--- src/rtl/key_event_gen.sv ---
// Key conditioner: per-key synchroniser and debounce/long-press FSM on a shared 1 ms tick.
// Optional auto-repeat of key_press after a long press is enabled by defining KEY_REPEAT_EN.
module key_event_gen #(
  parameter int KEY_NUM     = 4,
  parameter int TICK_CYCLES = 50000,
  parameter int DEBOUNCE_MS = 20,
  parameter int LONG_MS     = 1000,
  parameter int REPEAT_MS   = 200
) (
  input  logic               sys_clk,
  input  logic               rst_n,
  input  logic [KEY_NUM-1:0] key,
  output logic [KEY_NUM-1:0] key_level,
  output logic [KEY_NUM-1:0] key_press,
  output logic [KEY_NUM-1:0] key_release,
  output logic [KEY_NUM-1:0] key_long
);

  localparam int MS_MAX0 = (LONG_MS > DEBOUNCE_MS) ? LONG_MS : DEBOUNCE_MS;
  localparam int MS_MAX  = (MS_MAX0 > REPEAT_MS) ? MS_MAX0 : REPEAT_MS;
  localparam int CW      = $clog2(MS_MAX + 1);
  localparam int PW      = (TICK_CYCLES > 1) ? $clog2(TICK_CYCLES) : 1;

  localparam logic [PW-1:0] TICK_LAST = PW'(TICK_CYCLES - 1);
  localparam logic [CW-1:0] DB_LAST   = CW'(DEBOUNCE_MS - 1);
  localparam logic [CW-1:0] LONG_LAST = CW'(LONG_MS - 1);
`ifdef KEY_REPEAT_EN
  localparam logic [CW-1:0] REP_LAST  = CW'(REPEAT_MS - 1);
`endif

  localparam logic [1:0] ST_IDLE       = 2'd0;
  localparam logic [1:0] ST_PRESS_DB   = 2'd1;
  localparam logic [1:0] ST_HELD       = 2'd2;
  localparam logic [1:0] ST_RELEASE_DB = 2'd3;

  logic [PW-1:0]      presc_q, presc_d;
  logic               tick;
  logic [KEY_NUM-1:0] sync1_q, sync2_q;
  logic [KEY_NUM-1:0] pressed_s;

  // Free-running prescaler shared by all keys; key activity never restarts it.
  assign tick    = (presc_q == TICK_LAST);
  assign presc_d = tick ? '0 : presc_q + PW'(1);

  always_ff @(posedge sys_clk or negedge rst_n) begin
    if (!rst_n) begin
      presc_q <= '0;
      sync1_q <= '1;
      sync2_q <= '1;
    end else begin
      presc_q <= presc_d;
      sync1_q <= key;
      sync2_q <= sync1_q;
    end
  end

  assign pressed_s = ~sync2_q;

  for (genvar g = 0; g < KEY_NUM; g++) begin : g_key
    logic [1:0]    state_q, state_d;
    logic [CW-1:0] cnt_q, cnt_d;
    logic          long_q, long_d;
    logic          level_q, level_d;
    logic          press_q, press_d;
    logic          release_q, release_d;
    logic          longp_q, longp_d;

    always_comb begin
      state_d   = state_q;
      cnt_d     = cnt_q;
      long_d    = long_q;
      level_d   = level_q;
      press_d   = 1'b0;
      release_d = 1'b0;
      longp_d   = 1'b0;
      case (state_q)
        ST_IDLE: begin
          if (pressed_s[g]) begin
            state_d = ST_PRESS_DB;
            cnt_d   = '0;
          end
        end
        ST_PRESS_DB: begin
          if (!pressed_s[g]) begin
            state_d = ST_IDLE;
            cnt_d   = '0;
            long_d  = 1'b0;
          end else if (tick) begin
            if (cnt_q == DB_LAST) begin
              state_d = ST_HELD;
              cnt_d   = '0;
              level_d = 1'b1;
              press_d = 1'b1;
            end else begin
              cnt_d = cnt_q + CW'(1);
            end
          end
        end
        ST_HELD: begin
          if (!pressed_s[g]) begin
            state_d = ST_RELEASE_DB;
            cnt_d   = '0;
          end else if (tick) begin
            if (!long_q && cnt_q == LONG_LAST) begin
              longp_d = 1'b1;
              long_d  = 1'b1;
              cnt_d   = '0;
            end
`ifdef KEY_REPEAT_EN
            else if (long_q && cnt_q == REP_LAST) begin
              press_d = 1'b1;
              cnt_d   = '0;
            end else begin
              cnt_d = cnt_q + CW'(1);
            end
`else
            // Once key_long has fired there is nothing left to time while held.
            else if (!long_q) begin
              cnt_d = cnt_q + CW'(1);
            end
`endif
          end
        end
        default: begin
          // Bounce back to HELD keeps long_q so key_long cannot fire twice.
          if (pressed_s[g]) begin
            state_d = ST_HELD;
            cnt_d   = '0;
          end else if (tick) begin
            if (cnt_q == DB_LAST) begin
              state_d   = ST_IDLE;
              cnt_d     = '0;
              long_d    = 1'b0;
              level_d   = 1'b0;
              release_d = 1'b1;
            end else begin
              cnt_d = cnt_q + CW'(1);
            end
          end
        end
      endcase
    end

    always_ff @(posedge sys_clk or negedge rst_n) begin
      if (!rst_n) begin
        state_q   <= ST_IDLE;
        cnt_q     <= '0;
        long_q    <= 1'b0;
        level_q   <= 1'b0;
        press_q   <= 1'b0;
        release_q <= 1'b0;
        longp_q   <= 1'b0;
      end else begin
        state_q   <= state_d;
        cnt_q     <= cnt_d;
        long_q    <= long_d;
        level_q   <= level_d;
        press_q   <= press_d;
        release_q <= release_d;
        longp_q   <= longp_d;
      end
    end

    assign key_level[g]   = level_q;
    assign key_press[g]   = press_q;
    assign key_release[g] = release_q;
    assign key_long[g]    = longp_q;
  end

endmodule

--- config.mk ---
export PLATFORM = sky130hd
export DESIGN_NAME = key_event_gen
export DESIGN_NICKNAME = d
export VERILOG_FILES = /design/src/rtl/key_event_gen.sv
export SDC_FILE = /design/constraint.sdc
export NUM_CORES = 1
export LEC_CHECK = 0
export CORE_MARGIN = 3
export CORE_UTILIZATION = 45
export CTS_CLUSTER_DIAMETER = 60
export DETAILED_ROUTE_END_ITERATION = 8
export PLACE_DENSITY = 0.72
export SLEW_MARGIN = 20
export SYNTH_ARGS = -nofsm -noshare
export SYNTH_HDL_FRONTEND = slang
export SYNTH_SLANG_ARGS = --single-unit
--- constraint.sdc ---
create_clock -name sys_clk -period 2.3 [get_ports sys_clk]
set_input_delay 0.46 -clock sys_clk [delete_from_list [all_inputs] [get_ports sys_clk]]
set_output_delay 0.46 -clock sys_clk [all_outputs]
set_load 0.01 [all_outputs]
==> summary.md, run 1 <==
The flow ran to the end, and the final reports show no timing, DRC or antenna violations. The maximum clock frequency was 0.4529 GHz. The horizontal extent of the die works out to 117.8 um. The worst register-to-register path ends at g_key[2].cnt_q[2]$_DFFE_PN0P_. Total power for the finished layout comes to 5.197 mW. Routability-driven placement finished with a final weighted congestion of 0.9362.

Row generation in the floorplan step produced 40 rows. The routed wirelength normalized by instance count came out at 15.90 um. Filler cell count in the final layout: 1074. In this run the power density over the cells is 814.7 nW/um^2.

Sorting the synthesized cells by area gives the leading types as sky130_fd_sc_hd__dfrtp_1 37%, sky130_fd_sc_hd__ha_1 4.7%, sky130_fd_sc_hd__o21ai_0 4.3%, sky130_fd_sc_hd__dfstp_2 3.7%, sky130_fd_sc_hd__nor2_1 3.2%. Along the worst path, the maximum fanout reaches 21. For the clock latency at the later pin of the worst-skew pair, the log shows 350 ps.

In this run the number of H-tree levels came out at 3. The tools report the wire length of the first global-routing pass as 22100 um. The die covers 13870 sq um.

Entering global routing, the biggest net connects 41 pins. The repair_antennas step left the layout with diodes totalling 0. The clock arrives with 8.692 ps of skew. The initial antenna violation count came out at 0. After routing the design area is 6379 sq um. Once detailed placement completed, the half-perimeter wirelength came to 9105 um. The endpoint class of the critical path was a register.

Summed over all nets, wire length on met3 after detailed routing comes to 594 um. In the finished design, the share of the clock period the worst path needs comes to 96.00%. Across all register-to-register paths, the minimum setup slack is 90 ps. Most used flip-flop cell after synthesis: sky130_fd_sc_hd__dfrtp_1. The final hold violation count came out at 0. TritonCTS built the clock tree. The Yosys warning count was 0. Setup repair after global routing left no endpoint under its margin. The overall global routing resource usage was 18.78%.

In the synthesized netlist the async set-or-reset flop fraction comes to 100.0%. The worst setup path is launched from a register. For this block, wires on met1 add up to 5854 um.

Sequential elements use 41.13% of the synthesized area. The clock transition at the registers of the reported paths was 70 ps. The number of maximum-capacitance violations was 0; the worst path required time was 2520 ps.

Data on the critical path arrives at its endpoint at 2430 ps. Number of sinks driven by the clock tree: 92. The run gives 2312 sq um as the sequential cell area in the final layout. The number of nets in the finished design was 663; the die outline height was 117.8 um.

Routed via count divided by cell count: 6.022. For the violation count after the first detailed-route iteration, the log shows 636. Master cell of the clock root buffer: sky130_fd_sc_hd__clkbuf_16. For the finished layout, the period the worst path requires is 2208 ps. Synthesis inferred 92 register bits. After detailed routing, the number of remaining DRC violations is 0. Across the VDD grid, the largest voltage drop is 352.4 uV.

The area growth from synthesis to layout is 13.47%. For the via count of the first global-routing pass, the log shows 4612. The largest total area in the synthesized netlist belongs to sky130_fd_sc_hd__dfrtp_1.

Buffers placed on the I/O ports in this run total 21. Before antenna repair, the detailed router went through 6 iterations. The final wirelength is 12860 um. Summed over all layers, the global routing overflow is 0. The number of buffers added for setup after CTS was 0; the effective utilization at floorplan was 46.42%. The distinct cell type count of the synthesized netlist is 79, and the number of buffers created by CTS is 9.

The logs give 5622 sq um for the area of the mapped netlist and 3003 sq um for the area of combinational cells with multiple inputs. In this run the static leakage power is 2.625 nW. By count the netlist is led by 84 x sky130_fd_sc_hd__dfrtp_1, 48 x sky130_fd_sc_hd__nor2_1, 48 x sky130_fd_sc_hd__o21ai_0, 43 x sky130_fd_sc_hd__nand2_1, 31 x sky130_fd_sc_hd__inv_1. The clock passes through at most 2 buffers.

The classification of the worst-slack hold path is input pin to async pin. Measured on the finished design, the core utilization comes to 52.67%. After technology mapping, the gate count stands at 618. The number of vias after detailed routing is 4872, and the fraction of final layout cells with drive strength greater than 1 is 12.32%. The routed design uses 6178 um of met2 wire. Worst hold slack: 81.38 ps. After detailed routing, no signal wire sits above met4. The area inside the core boundary came out at 12110 sq um.

The worst register-to-register path begins at presc_q[5]$_DFF_PN0_. The number of flops mapped to enable cells by yosys was 0; the depth of the most critical reg-to-reg path was 6. The share of Yosys cell area claimed by the top area cell type is 37.39%. The number of pins with negative max-slew slack in the final report came out at 0.

Headroom to the max-slew limit came out at 52.11%. The number of nets in the synthesized netlist is 645, and the final setup violation count is 0. At the pin with the least slew margin, the transition time is 714.4 ps.

The number of antenna-violating nets in the routed design was 0. The critical path in this run is classified as register to register. The average instance area after synthesis was 9.097 sq um. Among all cell types in the netlist, the one instantiated most often is sky130_fd_sc_hd__dfrtp_1. 22 I/O pins were placed. The tools report the cell area after placement as 6022 sq um.
[through the flow]
| step | setup WS [ps] | cells | TNS [ps] |
|---|---|---|---|
| final | 92.02 | 809 | 0 |
| after CTS | 72.99 | 809 | 0 |
| after global placement | 60.93 | 793 | 0 |
| after global routing | 16.78 | 809 | 0 |
| after floorplan | 283.6 | 618 | 0 |
| after detailed placement | -73.12 | 793 | -123.2 |
[critical path, cell delays in order, from the launching register on]
cell and delay (ps):
sky130_fd_sc_hd__dfrtp_1 440, sky130_fd_sc_hd__and4bb_1 350, sky130_fd_sc_hd__and4_2 300, sky130_fd_sc_hd__buf_12 170, sky130_fd_sc_hd__nor2_1 70, sky130_fd_sc_hd__or3_4 390, sky130_fd_sc_hd__a221o_1 360
[power breakdown]
part,switching (mW),internal [mW],leakage [nW]
combinational,1.12,0.672,1.24
sequential,0.113,1.72,1.23
clock,0.644,0.938,0.155
[cell families after synthesis]
| kind of cell | synth area share (%) |
|---|---|
| AOI/OAI and AO/OA | 22.90 |
| xor gates and xnor gates | 1.870 |
| adders and majority gates | 4.674 |
| buffers and inverters | 6.009 |
| DFF | 41.13 |
| muxes | 0.3561 |
| and+or+nand+nor | 23.06 |
[flip-flops by register name, indices dropped and copies added, names as in the netlist, named ones only]
name             cells
g_key.cnt_q         40
presc_q             16
g_key.level_q        4
g_key.long_q         4
g_key.longp_q        4
g_key.press_q        4
g_key.release_q      4
g_key.state_q        4
sync1_q              4
sync2_q              4
[layer usage]
| layer | global-route usage [%] | up-vias |
|---|---|---|
| met1 | 25.47 | 2343 |
| li1 | - | 2326 |
| met2 | 30.43 | 176 |
| met3 | 3.220 | 27 |
| met4 | 6.667 | 0 |
| met5 | 0 | - |
[worst max-delay path by stage]
stage | start | end | slack, ps | cells past startpoint
after floorplan | presc_q[0]$_DFF_PN0_ | g_key[2].cnt_q[2]$_DFFE_PN0P_ | 280 | 6
after global placement | g_key[0].cnt_q[0]$_DFFE_PN0P_ | g_key[0].cnt_q[0]$_DFFE_PN0P_ | 60 | 6
after detailed placement | g_key[0].state_q[0]$_DFFE_PN0P_ | g_key[0].cnt_q[0]$_DFFE_PN0P_ | -70 | 6
after CTS | g_key[3].cnt_q[0]$_DFFE_PN0P_ | g_key[3].cnt_q[8]$_DFFE_PN0P_ | 70 | 6
after global routing | g_key[0].state_q[0]$_DFFE_PN0P_ | g_key[0].cnt_q[9]$_DFFE_PN0P_ | 20 | 7
final | presc_q[5]$_DFF_PN0_ | g_key[2].cnt_q[2]$_DFFE_PN0P_ | 90 | 6
[layout by cell type, fill, tap and decap left out, types with 4 or more instances in the layout]
master	count
sky130_fd_sc_hd__clkbuf_16	9
sky130_fd_sc_hd__a21oi_1	30
sky130_fd_sc_hd__ha_1	21
sky130_fd_sc_hd__clkdlybuf4s50_1	20
sky130_fd_sc_hd__nand4_1	19
sky130_fd_sc_hd__o22ai_1	6
sky130_fd_sc_hd__nand3_1	22
sky130_fd_sc_hd__and3_1	12
sky130_fd_sc_hd__a41oi_1	5
sky130_fd_sc_hd__nor3_1	23
sky130_fd_sc_hd__o21ai_0	48
sky130_fd_sc_hd__nor3b_1	7
sky130_fd_sc_hd__a2bb2oi_1	4
sky130_fd_sc_hd__o2111ai_1	4
sky130_fd_sc_hd__a211oi_1	5
sky130_fd_sc_hd__nor2_1	48
sky130_fd_sc_hd__o21a_1	6
sky130_fd_sc_hd__nand2_1	43
sky130_fd_sc_hd__nor2b_1	10
sky130_fd_sc_hd__buf_4	24
sky130_fd_sc_hd__a2111oi_1	4
sky130_fd_sc_hd__o41ai_1	4
sky130_fd_sc_hd__o31ai_1	7
sky130_fd_sc_hd__dfrtp_1	84
sky130_fd_sc_hd__xor2_1	6
sky130_fd_sc_hd__o211ai_1	6
sky130_fd_sc_hd__a21o_1	5
sky130_fd_sc_hd__xnor2_1	6
sky130_fd_sc_hd__dfstp_2	8
sky130_fd_sc_hd__inv_1	31
sky130_fd_sc_hd__a31oi_1	22
sky130_fd_sc_hd__nand2b_1	8
[cell type report]
class                   instances  share of cell area, %
well taps                     168                  3.295
repair buffers                 46                  6.454
inverters                      32                  1.883
flip-flops and latches         92                  36.25
clock inverters                 4                 0.8631
clock buffers                  12                  4.178
multi-input cells             455                  47.08
[timing repair]
action | 4_1_cts | 5_1_grt
hold buffers | 0 | 0
endpoints found under the hold margin | 0 | 0
endpoints found under the setup margin | 2 | 19
resized for setup | 1 | 9
No activity file was read; power rests on OpenSTA's default activity.
==> inputs of run 2 (changes only) <==
- ABC_CLOCK_PERIOD_IN_PS: unset -> 2300
==> results of run 2 <==
The final DEF is identical to that of run 1; final timing and power are the same.
